[src/rtl/regfile_ctrl_pkg.sv]
// Shared constants and types for the register-file write scheduler.
package regfile_ctrl_pkg;

    // Default register-file geometry (8 registers of 32 bits).
    localparam int RF_AW    = 3;
    localparam int RF_DW    = 32;
    localparam int RF_NREGS = 8;

    // Requester indices are carried on 3 bits so up to 8 requesters fit.
    localparam int MAX_REQ = 8;
    localparam int IDX_W   = 3;

    // Clear sequencer states.
    typedef enum logic {
        IDLE  = 1'b0,
        CLEAR = 1'b1
    } clr_state_e;

endpackage

[src/rtl/rr_arbiter.sv]
// Combinational round-robin arbiter: picks the first active request
// starting at ptr and wrapping modulo N. Produces one-hot and encoded grants.
module rr_arbiter
    import regfile_ctrl_pkg::*;
#(
    parameter int N = 4
) (
    input  logic [N-1:0]     req,
    input  logic [IDX_W-1:0] ptr,
    input  logic             enable,
    output logic [N-1:0]     grant,
    output logic [IDX_W-1:0] grant_idx,
    output logic             grant_valid
);

    logic [MAX_REQ-1:0] req_ext;
    logic [IDX_W-1:0]   cand_idx [N];
    logic [N-1:0]       cand_vld;
    logic               any_vld;
    logic [IDX_W-1:0]   first_idx;

    // Widen to the full index range so any 3-bit index addresses a real bit.
    assign req_ext = MAX_REQ'(req);

    // Candidate gi is the requester gi positions after ptr, wrapped modulo N.
    for (genvar gi = 0; gi < N; gi++) begin : g_cand
        logic [IDX_W:0] sum;
        assign sum          = {1'b0, ptr} + (IDX_W+1)'(gi);
        assign cand_idx[gi] = (sum >= (IDX_W+1)'(N)) ? IDX_W'(sum - (IDX_W+1)'(N))
                                                     : sum[IDX_W-1:0];
        assign cand_vld[gi] = req_ext[cand_idx[gi]];
    end

    // Priority scan over candidates; the nearest one to ptr wins.
    always_comb begin
        any_vld   = 1'b0;
        first_idx = '0;
        for (int k = N - 1; k >= 0; k--) begin
            if (cand_vld[k]) begin
                any_vld   = 1'b1;
                first_idx = cand_idx[k];
            end
        end
    end

    assign grant_valid = enable && any_vld;
    assign grant_idx   = first_idx;

    // One-hot grant decode.
    for (genvar gi = 0; gi < N; gi++) begin : g_onehot
        assign grant[gi] = grant_valid && (first_idx == IDX_W'(gi));
    end

endmodule

[src/rtl/regfile_wr_sched.sv]
// Write-port scheduler for the register file: round-robin arbitration of
// N_REQ requesters onto one registered write port, plus a clear sequencer
// that zeroes every register, one per cycle.
module regfile_wr_sched
    import regfile_ctrl_pkg::*;
#(
    parameter int N_REQ      = 4,
    parameter int AW         = RF_AW,
    parameter int DW         = RF_DW,
    parameter int NREGS      = RF_NREGS,
    parameter int PROTECT_R0 = 0
) (
    input  logic                clk,
    input  logic                cr,
    input  logic [N_REQ-1:0]    req_valid,
    output logic [N_REQ-1:0]    req_ready,
    input  logic [N_REQ*AW-1:0] req_addr,
    input  logic [N_REQ*DW-1:0] req_data,
    input  logic                clr_start,
    output logic                clr_busy,
    output logic                clr_done,
    output logic                rf_we,
    output logic [AW-1:0]       rf_waddr,
    output logic [DW-1:0]       rf_wdata,
    output logic [2:0]          grant_id
);

    clr_state_e       state_q, state_d;
    logic [IDX_W-1:0] ptr_q, ptr_d;
    logic [AW-1:0]    cnt_q, cnt_d;
    logic             rf_we_q, rf_we_d;
    logic [AW-1:0]    rf_waddr_q, rf_waddr_d;
    logic [DW-1:0]    rf_wdata_q, rf_wdata_d;
    logic [IDX_W-1:0] grant_id_q, grant_id_d;
    logic             clr_done_q, clr_done_d;

    logic [AW-1:0]    addr_arr [MAX_REQ];
    logic [DW-1:0]    data_arr [MAX_REQ];
    logic             arb_enable;
    logic [N_REQ-1:0] arb_grant;
    logic [IDX_W-1:0] arb_idx;
    logic             arb_valid;
    logic [AW-1:0]    sel_addr;
    logic [DW-1:0]    sel_data;
    logic             sel_suppress;

    // Split the packed request buses into per-requester entries; unused
    // slots up to MAX_REQ are tied off so any 3-bit index is safe.
    for (genvar gi = 0; gi < MAX_REQ; gi++) begin : g_unpack
        if (gi < N_REQ) begin : g_live
            assign addr_arr[gi] = req_addr[gi*AW +: AW];
            assign data_arr[gi] = req_data[gi*DW +: DW];
        end else begin : g_tie
            assign addr_arr[gi] = '0;
            assign data_arr[gi] = '0;
        end
    end

    // Requests are only served in IDLE when no clear is being started,
    // and never while reset is asserted.
    assign arb_enable = (state_q == IDLE) && !clr_start && !cr;

    rr_arbiter #(
        .N (N_REQ)
    ) u_arb (
        .req         (req_valid),
        .ptr         (ptr_q),
        .enable      (arb_enable),
        .grant       (arb_grant),
        .grant_idx   (arb_idx),
        .grant_valid (arb_valid)
    );

    assign req_ready    = arb_grant;
    assign sel_addr     = addr_arr[arb_idx];
    assign sel_data     = data_arr[arb_idx];
    assign sel_suppress = (PROTECT_R0 != 0) && (sel_addr == '0);

    // Next-state logic for the clear FSM, pointer, counter and write port.
    always_comb begin
        state_d    = state_q;
        ptr_d      = ptr_q;
        cnt_d      = cnt_q;
        rf_we_d    = 1'b0;
        rf_waddr_d = rf_waddr_q;
        rf_wdata_d = rf_wdata_q;
        grant_id_d = grant_id_q;
        clr_done_d = 1'b0;
        case (state_q)
            IDLE: begin
                if (clr_start) begin
                    // First clear write (address 0) issues straight away.
                    state_d    = CLEAR;
                    rf_we_d    = 1'b1;
                    rf_waddr_d = '0;
                    rf_wdata_d = '0;
                    cnt_d      = AW'(1);
                end else if (arb_valid) begin
                    ptr_d = (arb_idx == IDX_W'(N_REQ - 1)) ? '0 : arb_idx + IDX_W'(1);
                    // A protected write to register 0 is accepted but dropped.
                    if (!sel_suppress) begin
                        rf_we_d    = 1'b1;
                        rf_waddr_d = sel_addr;
                        rf_wdata_d = sel_data;
                        grant_id_d = arb_idx;
                    end
                end
            end
            CLEAR: begin
                rf_we_d    = 1'b1;
                rf_waddr_d = cnt_q;
                rf_wdata_d = '0;
                if (cnt_q == AW'(NREGS - 1)) begin
                    state_d    = IDLE;
                    clr_done_d = 1'b1;
                    cnt_d      = '0;
                end else begin
                    cnt_d = cnt_q + AW'(1);
                end
            end
            default: state_d = IDLE;
        endcase
    end

    // State and output registers with synchronous reset.
    always_ff @(posedge clk) begin
        if (cr) begin
            state_q    <= IDLE;
            ptr_q      <= '0;
            cnt_q      <= '0;
            rf_we_q    <= 1'b0;
            rf_waddr_q <= '0;
            rf_wdata_q <= '0;
            grant_id_q <= '0;
            clr_done_q <= 1'b0;
        end else begin
            state_q    <= state_d;
            ptr_q      <= ptr_d;
            cnt_q      <= cnt_d;
            rf_we_q    <= rf_we_d;
            rf_waddr_q <= rf_waddr_d;
            rf_wdata_q <= rf_wdata_d;
            grant_id_q <= grant_id_d;
            clr_done_q <= clr_done_d;
        end
    end

    assign rf_we    = rf_we_q;
    assign rf_waddr = rf_waddr_q;
    assign rf_wdata = rf_wdata_q;
    assign grant_id = grant_id_q;
    assign clr_done = clr_done_q;
    assign clr_busy = (state_q == CLEAR);

endmodule

[config.mk]
export PLATFORM = sky130hd
export DESIGN_NAME = regfile_wr_sched
export DESIGN_NICKNAME = d
export VERILOG_FILES = /design/src/rtl/regfile_ctrl_pkg.sv /design/src/rtl/rr_arbiter.sv /design/src/rtl/regfile_wr_sched.sv
export SDC_FILE = /design/constraint.sdc
export NUM_CORES = 1
export LEC_CHECK = 0
export CORE_ASPECT_RATIO = 1.4
export CORE_MARGIN = 1
export CORE_UTILIZATION = 41
export DETAILED_ROUTE_END_ITERATION = 10
export PLACE_DENSITY = 0.85
export SETUP_SLACK_MARGIN = 0.1
export SLEW_MARGIN = 20
export SYNTH_ARGS = -nofsm -noshare
export SYNTH_HDL_FRONTEND = slang
export SYNTH_SLANG_ARGS = --single-unit
[constraint.sdc]
create_clock -name clk -period 7.8 [get_ports clk]
set_clock_uncertainty 0.2 [all_clocks]
set_input_delay 2.34 -clock clk [delete_from_list [all_inputs] [get_ports clk]]
set_output_delay 2.34 -clock clk [all_outputs]
set_load 0.02 [all_outputs]
* After elaboration in Yosys (flattened, before gate mapping)
Index checks and enable logic that the tools add are counted.
Word-level totals: bits in registers 47
Operators by class: add/subtract/negate cells 9, $lt $le $gt $ge 9, equality and inequality tests 6, multiplexer cells 43, bitwise gates (word level) 3, reductions and logical operators 12
Operators by type and width (count):
- 32-bit two-way mux | 4
- 32-bit binary-select mux with 3-bit select | 1
- 32-bit case mux with 2 select lines | 1
- 3-bit two-way mux | 15
- 3-bit by 4-bit less-than comparator with 1-bit output, second input constant | 4
- 1-bit two-way mux | 13
- 1-bit binary-select mux with 3-bit select | 4
- 4-bit by 3-bit >= comparator with 1-bit output, second input constant | 3
- 3-bit case mux with 2 select lines | 2
- 3-bit subtractor, second input constant | 4
- 3-bit binary-select mux with 3-bit select | 1
- 3-bit by 2-bit adder with 4-bit output, second input constant | 2
- 1-bit logical AND | 7
- 3-bit by 1-bit adder with 3-bit output, second input constant | 2
- 3-bit by 2-bit equality test with 1-bit output, second input constant | 2
- 3-bit by 1-bit adder with 4-bit output, second input constant | 1
- 4-bit >= comparator, second input constant | 1
- 3-bit NOT with 4-bit output | 1
- 1-bit case mux with 2 select lines | 2
- 3-bit by 1-bit equality test with 1-bit output, second input constant | 1
- 3-bit equality test, second input constant | 1
- 3-bit >= comparator, second input constant | 1
- 3-bit logical NOT | 1
- 3-bit by 2-bit != test with 1-bit output, second input constant | 1
- 5 further kinds | 7

* Logic depth before layout (Yosys ltp)
depth after elaboration 16, mapped depth 13

* Modules after synthesis
A second synthesis with hierarchy kept.
Second synthesis, totals: cell total of the unflattened synthesis 244, area total of the unflattened synthesis 2886.5 sq um
Modules (own cells, without submodules):
- regfile_wr_sched | instances 1, cells an instance 196, area an instance 2509.9 sq um, seq. area each 940.9 sq um
- rr_arbiter | instances 1, cells an instance 48, area an instance 376.6 sq um, seq. area each 0.0 sq um

* Least setup slack after synthesis
No wires, ideal clock.
kind input to output, start point input port req_valid[2], end point output port req_ready[0], arrival time 4.056 ns, data required time 5.260 ns, slack 1.204 ns, stages on the path 9, buffers on the path 2, cell sequence mux2_1 -> o32a_1 -> a31oi_2 -> nand2_4 -> inv_4 -> buf_8 -> buf_6 -> ha_1 -> and2_1
Between the ends: cells in the longest elaborated chain, start to end 8, elaborated cells on any way between the ends 19
Ends and longest elaborated chain:
- start, declared | RTL line regfile_wr_sched.sv:15 | input logic [N_REQ-1:0] req_valid,
- 1-bit binary-select mux with 3-bit select | RTL line rr_arbiter.sv:31 | assign cand_vld[gi] = req_ext[cand_idx[gi]];
- 1-bit two-way mux (not written as such) | RTL line rr_arbiter.sv:31
- 3-bit two-way mux (3 in a row) | RTL line rr_arbiter.sv:39 | if (cand_vld[k]) begin
- 3-bit two-way mux * | RTL line rr_arbiter.sv:39
- net arb_idx[0] | RTL line regfile_wr_sched.sv:41 | logic [IDX_W-1:0] arb_idx;
- 3-bit logical NOT * | RTL line rr_arbiter.sv:51 | assign grant[gi] = grant_valid && (first_idx == IDX_W'(gi));
- 1-bit logical AND * | RTL line rr_arbiter.sv:51
- end, declared | RTL line regfile_wr_sched.sv:16 | output logic [N_REQ-1:0] req_ready,
The timed path passes the listed nets; every way through them passes the cells marked *. The select of a mux whose other input is x is not followed.

* Final worst setup path
start point input port req_valid[0], end point output port req_ready[3]
Between the ends: cells in the longest elaborated chain, start to end 8, elaborated cells on any way between the ends 19
Ends and longest elaborated chain (RTL line):
- 1-bit binary-select mux with 3-bit select | rr_arbiter.sv:31
- 1-bit two-way mux (not written as such) | rr_arbiter.sv:31
- 3-bit two-way mux / 1-bit two-way mux (equally long branches) (4 in a row) | rr_arbiter.sv:39
- 3-bit by 2-bit equality test with 1-bit output / 1-bit logical AND (equally long branches) | rr_arbiter.sv:51, rr_arbiter.sv:46
- 1-bit logical AND * | rr_arbiter.sv:51
Mark *: on every way between the ends. The rest lies on a longest branch, timed or not. The select of a mux whose other input is x is not followed.

==> results by group <==
STA
  – Max-slew headroom: 0.511
  – # setup viols final: 0
  – Final WS setup: 289 ps
  – Worst Tran Pin Value: 733 ps
  – Period minus WS final: 7510 ps
  – Final Max Slew Viols: 0
  – Final Hold Viols: 0
  – Fin crit share: 0.963
  – Fmax: 133 MHz
  – RSZ-0062 raised after global routing: false
  – Setup TNS: 0 ps

Finish
  – N_diodes: 0
  – Area Overhead vs Synth: 64.3%
  – Share of cells above drive strength 1: 0.0791
  – Register area: 941 um2
  – Commonest non-fill, non-tap cells in the layout: 191 x clkdlybuf4s50_1, 47 x dfxtp_1, 35 x nand2_1, 34 x nand3_1, 30 x mux2i_1
  – Most common cell after layout, fill and taps aside: clkdlybuf4s50_1
  – Fillers: 578
  – Area of the multi-input gates: 0.00203 mm2
  – Nets: 686

Global route
  – Global-route wire length before repair: 17.5 mm
  – Tot GR Track Use: 0.274
  – Vias in the first global route: 3569
  – Largest net degree at the start of global routing: 33
  – Initial antenna violation count: 0
  – Global route total overflow: 0

Pwr
  – Total Power: 0.927 mW
  – Leak: 1.92 nW
  – Sequential Power Share: 0.313
  – Clock Power Share: 0.168
  – Logic pwr share: 0.519
  – Total internal power: 0.571 mW
  – Switch Pwr: 0.356 mW
  – Switching Share: 0.384
  – Power density over cell area: 178 mW/mm2
  – Worst VDD drop: 112 uV

Yosys
  – Largest cells by area after synthesis: dfxtp_1 30%, mux2i_1 9.8%, a211o_1 7.2%
  – Syn avg cell area: 8.91 um2
  – Synth Warn #: 0
  – Post-Syn Area: 0.00316 mm2
  – Yosys cell types: 50
  – Sequential share of the synthesized area: 0.298
  – Async set-reset flop share out of synthesis: 0
  – #FFs+latches synth: 47
  – Syn nets: 510
  – Share of the synthesized area in the top cell type: 0.298
  – Area leader, netlist: dfxtp_1
  – Mapped Cells: 355
  – Main synth FF type: dfxtp_1
  – Number of synthesized flops with an enable pin: 0

Routing
  – Routed WL per cell: 17.7 um
  – WL final: 11.1 mm
  – Metal2 WL: 5.94 mm
  – Antenna Nets Post-Route: 0
  – M1 WL: 4.30 mm
  – DR vias: 3583
  – Highest metal used: met4
  – Metal3 WL: 562 um
  – Vias per cell: 5.71
  – First-pass detailed-route iteration total: 4
  – Detailed-route DRC error count: 0
  – Initial drt markers: 218

Die
  – Cell Rows: 37
  – Initial Utilization: 0.427
  – Die Y-Extent: 106 um
  – Die extent in x: 76.2 um
  – Core area: 0.00741 mm2
  – Die Area: 0.00807 mm2
  – # IOs: 192

Critical path
  – Crit. End Element: primary output
  – Worst Reg-to-Reg Cells: 10
  – CP Max Fanout: 15
  – WP data required: 5260 ps
  – Arr. time, crit path: 4970 ps
  – Startpoint Class: input pin
  – Setup CP Type: in2out

Min path
  – Hold Path Depth: 1
  – Hold Crit Class: reg2reg

Clock network
  – Skew-Pair Late Insertion Delay: 310 ps
  – Clk slew on worst S/H paths: 80 ps
  – H-tree levels: 2
  – CTS max path bufs: 2
  – CTS tree: built
  – Clock Root Buffer: clkbuf_8
  – Setup bufs post-CTS: 0
  – Total CTS buffers: 5
  – # clock sinks: 47

Status
  – Status: completed

Placed design
  – Detail Placement HPWL: 8.27 mm
  – IO buf count: 191
  – GPL Wtd Cong: 0.953
  – Setup WS pre-CTS: 109 ps

Run
  – MaxCap Viol Count: 0
## power groups by stage
stage	clock network, mW	registers (mW)	logic [mW]
6_report	0.156	0.290	0.481
5_1_grt	0.169	0.293	0.514
4_1_cts	0.158	0.289	0.481
3_5_place_dp	0	0.294	0.480
3_3_place_gp	0	0.293	0.470
2_1_floorplan	0	0.316	0.279
## cells by family (layout without fill, tap and decap cells)
family	count (synthesis)	after routing	synth area share
adder cells (fa/ha/maj)	8	8	0.0317
buffers and inverters	39	215	0.0673
multiplexers	40	40	0.159
AO/OA/AOI/OAI	118	118	0.285
flip-flops	47	47	0.298
AND/OR/NAND/NOR	103	103	0.159
## timing repair
action / CTS / global route
hold endpoints to repair: 0 / 0
gates resized for setup: 0 / 4
setup endpoints to repair: 0 / 2
hold buffers: 0 / 0
## worst max-delay path, cell delays in order
cell             delay [ps]
clkdlybuf4s50_1         530
mux4_2                  540
a21o_1                  230
o221ai_4                310
inv_4                   160
ha_1                    210
and2_1                  130
clkdlybuf4s50_1         520
## area by class of cell
cell class / instances / area share
inverters: 7 / 0.00602
clock inverters: 1 / 0.000963
multi-input cells: 269 / 0.390
flip-flops and latches: 47 / 0.181
repair buffers: 201 / 0.382
well taps: 97 / 0.0234
clock buffers: 6 / 0.0159
## stage by stage
step                       util  area, um2  instances  hold slack [ps]
after floorplan               -       3160        355              284
after global placement    0.688       5090        621              242
after detailed placement  0.688       5090        621              243
after CTS                 0.699       5180        628              268
after global routing      0.701       5190        628              277
final                     0.701       5190        628              265
## registers in the layout, indices dropped and copies added, names as in the netlist
| name | flops |
|---|---|
| rf_waddr | 3 |
| ptr_q | 3 |
| cnt_q | 3 |
| clr_done | 1 |
| grant_id | 3 |
| rf_we | 1 |
| rf_wdata | 32 |
| clr_busy | 1 |
## cell usage after synthesis (2+ instances only)
library cell  count
dfxtp_1          47
nor2b_1           2
a211o_1          26
o32a_1            3
a41oi_1           3
a21o_1            4
buf_6             5
and2_1            5
a22o_1            8
buf_2             3
o211ai_1         25
o21ai_0          29
a31oi_1           3
inv_1             3
nor2_1           13
o31ai_1           4
buf_4             3
inv_2             3
mux4_2            8
mux2i_1          31
clkbuf_1         19
a21oi_1           4
nor3b_1           2
nor3_2            2
nand2_1          35
nand3_1          34
ha_1              8
## worst paths after layout
kind | start | end | slack, ps
worst max-delay path | req_valid[0] | req_ready[3] | 290
worst min-delay path | grant_id[2]$_SDFFE_PP0P_ | grant_id[2]$_SDFFE_PP0P_ | 270
worst max register to register | ptr_q[0]$_SDFFE_PP0P_ | rf_wdata[3]$_SDFFE_PP0P_ | 4170
worst min register to register | grant_id[2]$_SDFFE_PP0P_ | grant_id[2]$_SDFFE_PP0P_ | 270
## metal layers
| metal | global-route usage | vias to the layer above |
|---|---|---|
| met5 | 0 | - |
| met4 | 0.124 | 0 |
| met3 | 0.0421 | 27 |
| met2 | 0.524 | 159 |
| met1 | 0.292 | 1700 |
| li1 | - | 1697 |
Note: power is estimated with default switching activity, not from simulation.
